==> src/rtl/mem_arbiter.sv <==
// -----------------------------------------------------------------------------
// mem_arbiter
//
// Purpose:
//   Shares the single-ported unified RAM between the instruction-fetch port
//   (icache / IF stage) and the data port (dcache / MEM stage). The data port
//   has priority. iwait/dwait drive the pipeline hazard logic (hit = !wait).
//   Each grant ends with one IDLE cycle before the next grant is made.
//
// Configuration macro:
//   ARB_STARVE_GUARD_EN - when defined, a 3-bit saturating counter limits how
//   many consecutive data-port grants may complete while a fetch is pending.
//   When the counter reaches STARVE_MAX with iREN high in IDLE, the fetch is
//   granted ahead of the data port. When the macro is undefined, data-port
//   priority is strict and the fetch port can starve.
//
// Parameters:
//   STARVE_MAX - consecutive dport completions tolerated while iREN pends
//                (used only with ARB_STARVE_GUARD_EN)
//
// Ports:
//   CLK        in   rising-edge clock
//   nRST       in   asynchronous active-low reset
//   iREN       in   instruction read request
//   iaddr      in   [31:0] instruction word address
//   iwait      out  1 = fetch not complete this cycle
//   iload      out  [31:0] fetched instruction, valid when iwait==0
//   dREN       in   data read request
//   dWEN       in   data write request (with dREN also high: treated as write)
//   daddr      in   [31:0] data address
//   dstore     in   [31:0] write data
//   dwait      out  1 = data access not complete this cycle
//   dload      out  [31:0] read data, valid when dwait==0 (0 for writes)
//   ramREN     out  RAM read enable
//   ramWEN     out  RAM write enable
//   ramaddr    out  [31:0] RAM address
//   ramstore   out  [31:0] RAM write data
//   ramload    in   [31:0] RAM read data
//   ramstate   in   [1:0] RAM status: FREE=0 BUSY=1 ACCESS=2 ERROR=3
//   arb_state  out  [1:0] current arbiter state (IDLE=0 IFETCH=1 DACCESS=2),
//                   exported for debug and checkers
//
// Handshake:
//   A requester raises its REN/WEN and holds address/data stable until its
//   wait output goes low for one cycle; that cycle is the completion and the
//   load data is valid only then. Dropping the request before completion
//   withdraws it: RAM enables fall in the same cycle and no completion is
//   reported. A port not currently served always sees wait=1 and load=0.
// -----------------------------------------------------------------------------
module mem_arbiter #(
  parameter int unsigned STARVE_MAX = 4
) (
  input  logic        CLK,
  input  logic        nRST,
  input  logic        iREN,
  input  logic [31:0] iaddr,
  output logic        iwait,
  output logic [31:0] iload,
  input  logic        dREN,
  input  logic        dWEN,
  input  logic [31:0] daddr,
  input  logic [31:0] dstore,
  output logic        dwait,
  output logic [31:0] dload,
  output logic        ramREN,
  output logic        ramWEN,
  output logic [31:0] ramaddr,
  output logic [31:0] ramstore,
  input  logic [31:0] ramload,
  input  logic [1:0]  ramstate,
  output logic [1:0]  arb_state
);

  localparam logic [1:0] RAM_ACCESS = 2'd2;

  typedef enum logic [1:0] {
    IDLE    = 2'd0,
    IFETCH  = 2'd1,
    DACCESS = 2'd2
  } state_t;

  state_t state;
  state_t next_state;

  logic d_req;
  logic ram_ok;
  logic i_done;
  logic d_done;
  logic force_ifetch;

  assign d_req  = dREN | dWEN;
  assign ram_ok = (ramstate == RAM_ACCESS);

  assign arb_state = state;

`ifdef ARB_STARVE_GUARD_EN
  localparam logic [2:0] STARVE_LIMIT = 3'(STARVE_MAX);

  logic [2:0] starve_cnt;

  // Counts data-port completions that happened while a fetch was waiting.
  // Any fetch completion, or the fetch port going quiet in IDLE, resets it.
  always_ff @(posedge CLK or negedge nRST) begin
    if (!nRST) begin
      starve_cnt <= 3'd0;
    end else if (i_done) begin
      starve_cnt <= 3'd0;
    end else if ((state == IDLE) && !iREN) begin
      starve_cnt <= 3'd0;
    end else if (d_done && iREN && (starve_cnt != 3'd7)) begin
      starve_cnt <= starve_cnt + 3'd1;
    end
  end

  assign force_ifetch = iREN && (starve_cnt >= STARVE_LIMIT);
`else
  assign force_ifetch = 1'b0;
`endif

  // State register
  always_ff @(posedge CLK or negedge nRST) begin
    if (!nRST) begin
      state <= IDLE;
    end else begin
      state <= next_state;
    end
  end

  // Next-state and RAM-side outputs. The served port's completion is flagged
  // by i_done/d_done; the wait outputs are simply their inverses.
  always_comb begin
    next_state = state;
    ramREN     = 1'b0;
    ramWEN     = 1'b0;
    ramaddr    = 32'd0;
    ramstore   = 32'd0;
    iload      = 32'd0;
    dload      = 32'd0;
    i_done     = 1'b0;
    d_done     = 1'b0;

    case (state)
      IDLE: begin
        if (force_ifetch) begin
          next_state = IFETCH;
        end else if (d_req) begin
          next_state = DACCESS;
        end else if (iREN) begin
          next_state = IFETCH;
        end
      end

      IFETCH: begin
        ramaddr = iaddr;
        if (!iREN) begin
          // Fetch withdrawn (flush): enables stay low, leave without completing.
          next_state = IDLE;
        end else begin
          ramREN = 1'b1;
          if (ram_ok) begin
            i_done     = 1'b1;
            iload      = ramload;
            next_state = IDLE;
          end
        end
      end

      DACCESS: begin
        ramaddr  = daddr;
        ramstore = dstore;
        ramWEN   = dWEN;
        ramREN   = dREN & ~dWEN;
        if (!d_req) begin
          next_state = IDLE;
        end else if (ram_ok) begin
          d_done     = 1'b1;
          dload      = dWEN ? 32'd0 : ramload;
          next_state = IDLE;
        end
      end

      default: begin
        next_state = IDLE;
      end
    endcase
  end

  assign iwait = ~i_done;
  assign dwait = ~d_done;

endmodule

==> config.mk <==
export PLATFORM = sky130hd
export DESIGN_NAME = mem_arbiter
export DESIGN_NICKNAME = d
export VERILOG_FILES = /design/src/rtl/mem_arbiter.sv
export SDC_FILE = /design/constraint.sdc
export NUM_CORES = 1
export LEC_CHECK = 0
export ABC_AREA = 1
export CORE_AREA = 5 5 102 104
export CTS_BUF_LIST = sky130_fd_sc_hd__clkbuf_16
export DETAILED_ROUTE_END_ITERATION = 8
export DIE_AREA = 0 0 107 109
export MAX_ROUTING_LAYER = met4
export PLACE_DENSITY = 0.64
export SETUP_SLACK_MARGIN = 0.05
export SYNTH_ARGS = -nofsm -noshare
export SYNTH_HDL_FRONTEND = slang
export SYNTH_SLANG_ARGS = --single-unit
==> constraint.sdc <==
create_clock -name CLK -period 3.7 [get_ports CLK]
set_input_delay 0.555 -clock CLK [delete_from_list [all_inputs] [get_ports CLK]]
set_output_delay 0.555 -clock CLK [all_outputs]
set_load 0.02 [all_outputs]
==> results.md <==
* Final Setup Violations at 0
* First-pass GRT wire length at 13.5 mm
* Status: finished clean
* Diode count at 0
* RSZ-0062 raised after global routing: no
* Setup TNS at 0 ns
* Max reg flops at 2
* Mean Syn Cell Area at 4.87 um2
* Area grow syn2layout at 181%
* Leak at roughly 1.9 nW
* Post-synth EDFFs at 0
* VDD IR-drop max at 0.228 mV
* Post_cts resized at 0
* FF-to-FF End: arb_state[0]
* Setup crit start kind: input pin
* Final wirelength at 9.42 mm
* Routability congestion estimate at 0.810
* DR iter-0 viols at about 70
* Critical Path AT at around 2.6 ns
* Clk Latency, worst-skew pair at ~0.22 ns
* Cell count after synthesis at approximately 320
* Largest net degree at the start of global routing at 67
* IO buf count at between 200 and 300
* Die area at 11700 um2
* Post-route minimum period at approximately 3.2 ns
* Clk sink count at 2
* Synth cell types at 15
* Fillers at 961
* Nets at between 700 and 800
* Die width at between 100 and 150 um
* Number of max-cap violations at 0
* Number of remaining DRC errors at 0
* Final Hold Vio Count at 0
* R2R Setup Slk at approximately 1.9 ns
* Share of layout cells above drive strength 1 at 0.0718
* PnR Total Power at ~1.8 mW
* Sequential area share after synthesis at 0.0322
* Fmax at between 300 and 400 MHz
* Core Area at 9460 um2
* Detail Route Antenna Nets at 0
* Hpwl dp at a little over 8 mm
* Initial antenna violation count at 0
* Total setup buffers inserted after CTS at 0
* CTS buffer count at 3
* YS warnings at 0
* Fin crit share at 0.854
* I/O pin count at between 200 and 300
* CTS tree: built
* Fraction of registers with async set/reset at 1.00
* Initial Utilization at 0.164
* Tightest Pin Transition at approximately 1.0 ns
* Worst slew margin at 0.332
* Pins Over Slew Limit at 0
* Synth Flop Type: dfrtp_1
* Ranking of synthesized cells by area: nand2_1 27%, nor3_2 19%, inv_1 17%, a21oi_1 11%, nor2_1 8.5%
* Hold Buf Count CTS at 0
* GRT Resource Usage Total at 0.147
* DRT Pass-1 Iters at 4
* Via count at between 2000 and 3000
* Worst-case reg-to-reg path depth at 9
* Worst Setup Path Type: in2out
* #FFs+latches synth at 2
* Syn Std Cell Area at 1550 um2
* Setup crit end kind: output pin
* Reg2Reg Launch Point: arb_state[0]
* Min-Delay Path Class: in2async
* Top-count cell post-synth: nand2_1
* Top cells by count, synth: 112 x nand2_1, 71 x inv_1, 35 x nor2_1, 34 x a21oi_1, 29 x nor3_2
* Vias in the first global route at between 2000 and 3000
* CTS Buffer Depth at 2
* Site row count at 36
* GRT overflow at 0
* Yosys top cell by area: nand2_1
* Wire per inst at ~14 um
* Root Driver: clkbuf_16
* CP required at between 3 and 4 ns
* CP max FO at 33
* Post-synth top area share at 0.271
* Cell Pwr Density at 417 nW/um2
* DR vias/cell at 4.08
* Worst clock skew at 0.00182 ns
* DIE HEIGHT at around 110 um
* H-tree depth at 1
* Clk pin slew, worst setup/hold paths at 0.03 ns
* Net count after synthesis at roughly 460
==> worst max path at each step <==
stage	slack, ns	cells after the start	end	from
after global placement	0.50	5	ramREN	dREN
after floorplan	1.48	6	dload[0]	arb_state[0]
after detailed placement	0.52	5	ramREN	dREN
after CTS	0.50	5	ramREN	dREN
after global routing	0.43	5	dload[1]	dREN
final	0.54	5	ramREN	dREN
==> layer usage <==
layer / routed length [um] / up-vias / global-route usage
met3: 974 / 4 / 0.0432
met2: 4790 / 162 / 0.279
li1: - / 1440 / -
met4: 61 / 0 / 0.0192
met1: 3590 / 1191 / 0.154
met5: 0 / - / -
==> where the power goes <==
| part | internal (mW) | switching, mW |
|---|---|---|
| clock | 0.138 | 0.0262 |
| combinational | 0.693 | 0.920 |
| sequential | 0.0315 | 0.0144 |
| total | 0.862 | 0.961 |
==> kinds of logic (layout without fill, tap and decap cells) <==
family / Yosys count / after routing / share of synthesized area
and+or+nand+nor: 183 / 183 / 0.565
buffers and inverters: 95 / 347 / 0.255
AOI/OAI and AO/OA: 35 / 35 / 0.115
adders and majority gates: 4 / 4 / 0.0322
DFF: 2 / 2 / 0.0322
==> worst max-delay path, cell delays in order <==
cell	delay, ns
clkdlybuf4s50_1	0.48
nand2_1	0.07
or2_2	0.61
a21oi_2	0.22
clkdlybuf4s50_1	0.67
==> layout make-up <==
cell class | instances | area [um2] | area share
Clock buffer | 3 | 75.1 | 0.0172
Timing Repair Buffer | 273 | 2720 | 0.623
Inverter | 71 | 267 | 0.0610
Sequential cell | 2 | 50.0 | 0.0115
Tap cell | 114 | 143 | 0.0327
Multi-Input combinational cell | 222 | 1110 | 0.255
==> layout by cell type (no fill, tap or decap) <==
cell type and n:
clkdlybuf4s50_1 268, nand2_1 111, inv_1 71, nor2_1 35, a21oi_1 34, nor3_2 29
buf_4 5, nor3_1 3, nand3_1 3, ha_1 3, clkbuf_16 3, dfrtp_1 2
nand2_2 1, or2_2 1, a21oi_2 1, ha_2 1
==> metrics by stage <==
step	util	setup slack (ns)	hold WS (ns)	std cells	instance area (um2)
2_1_floorplan	-	1.48	0.259	319	1550
3_3_place_gp	0.454	0.500	0.574	682	4290
3_5_place_dp	0.454	0.520	0.586	682	4290
4_1_cts	0.462	0.503	0.505	685	4370
5_1_grt	0.462	0.434	0.521	685	4370
6_report	0.462	0.538	0.502	685	4370
(Power assumes the default switching activity.)
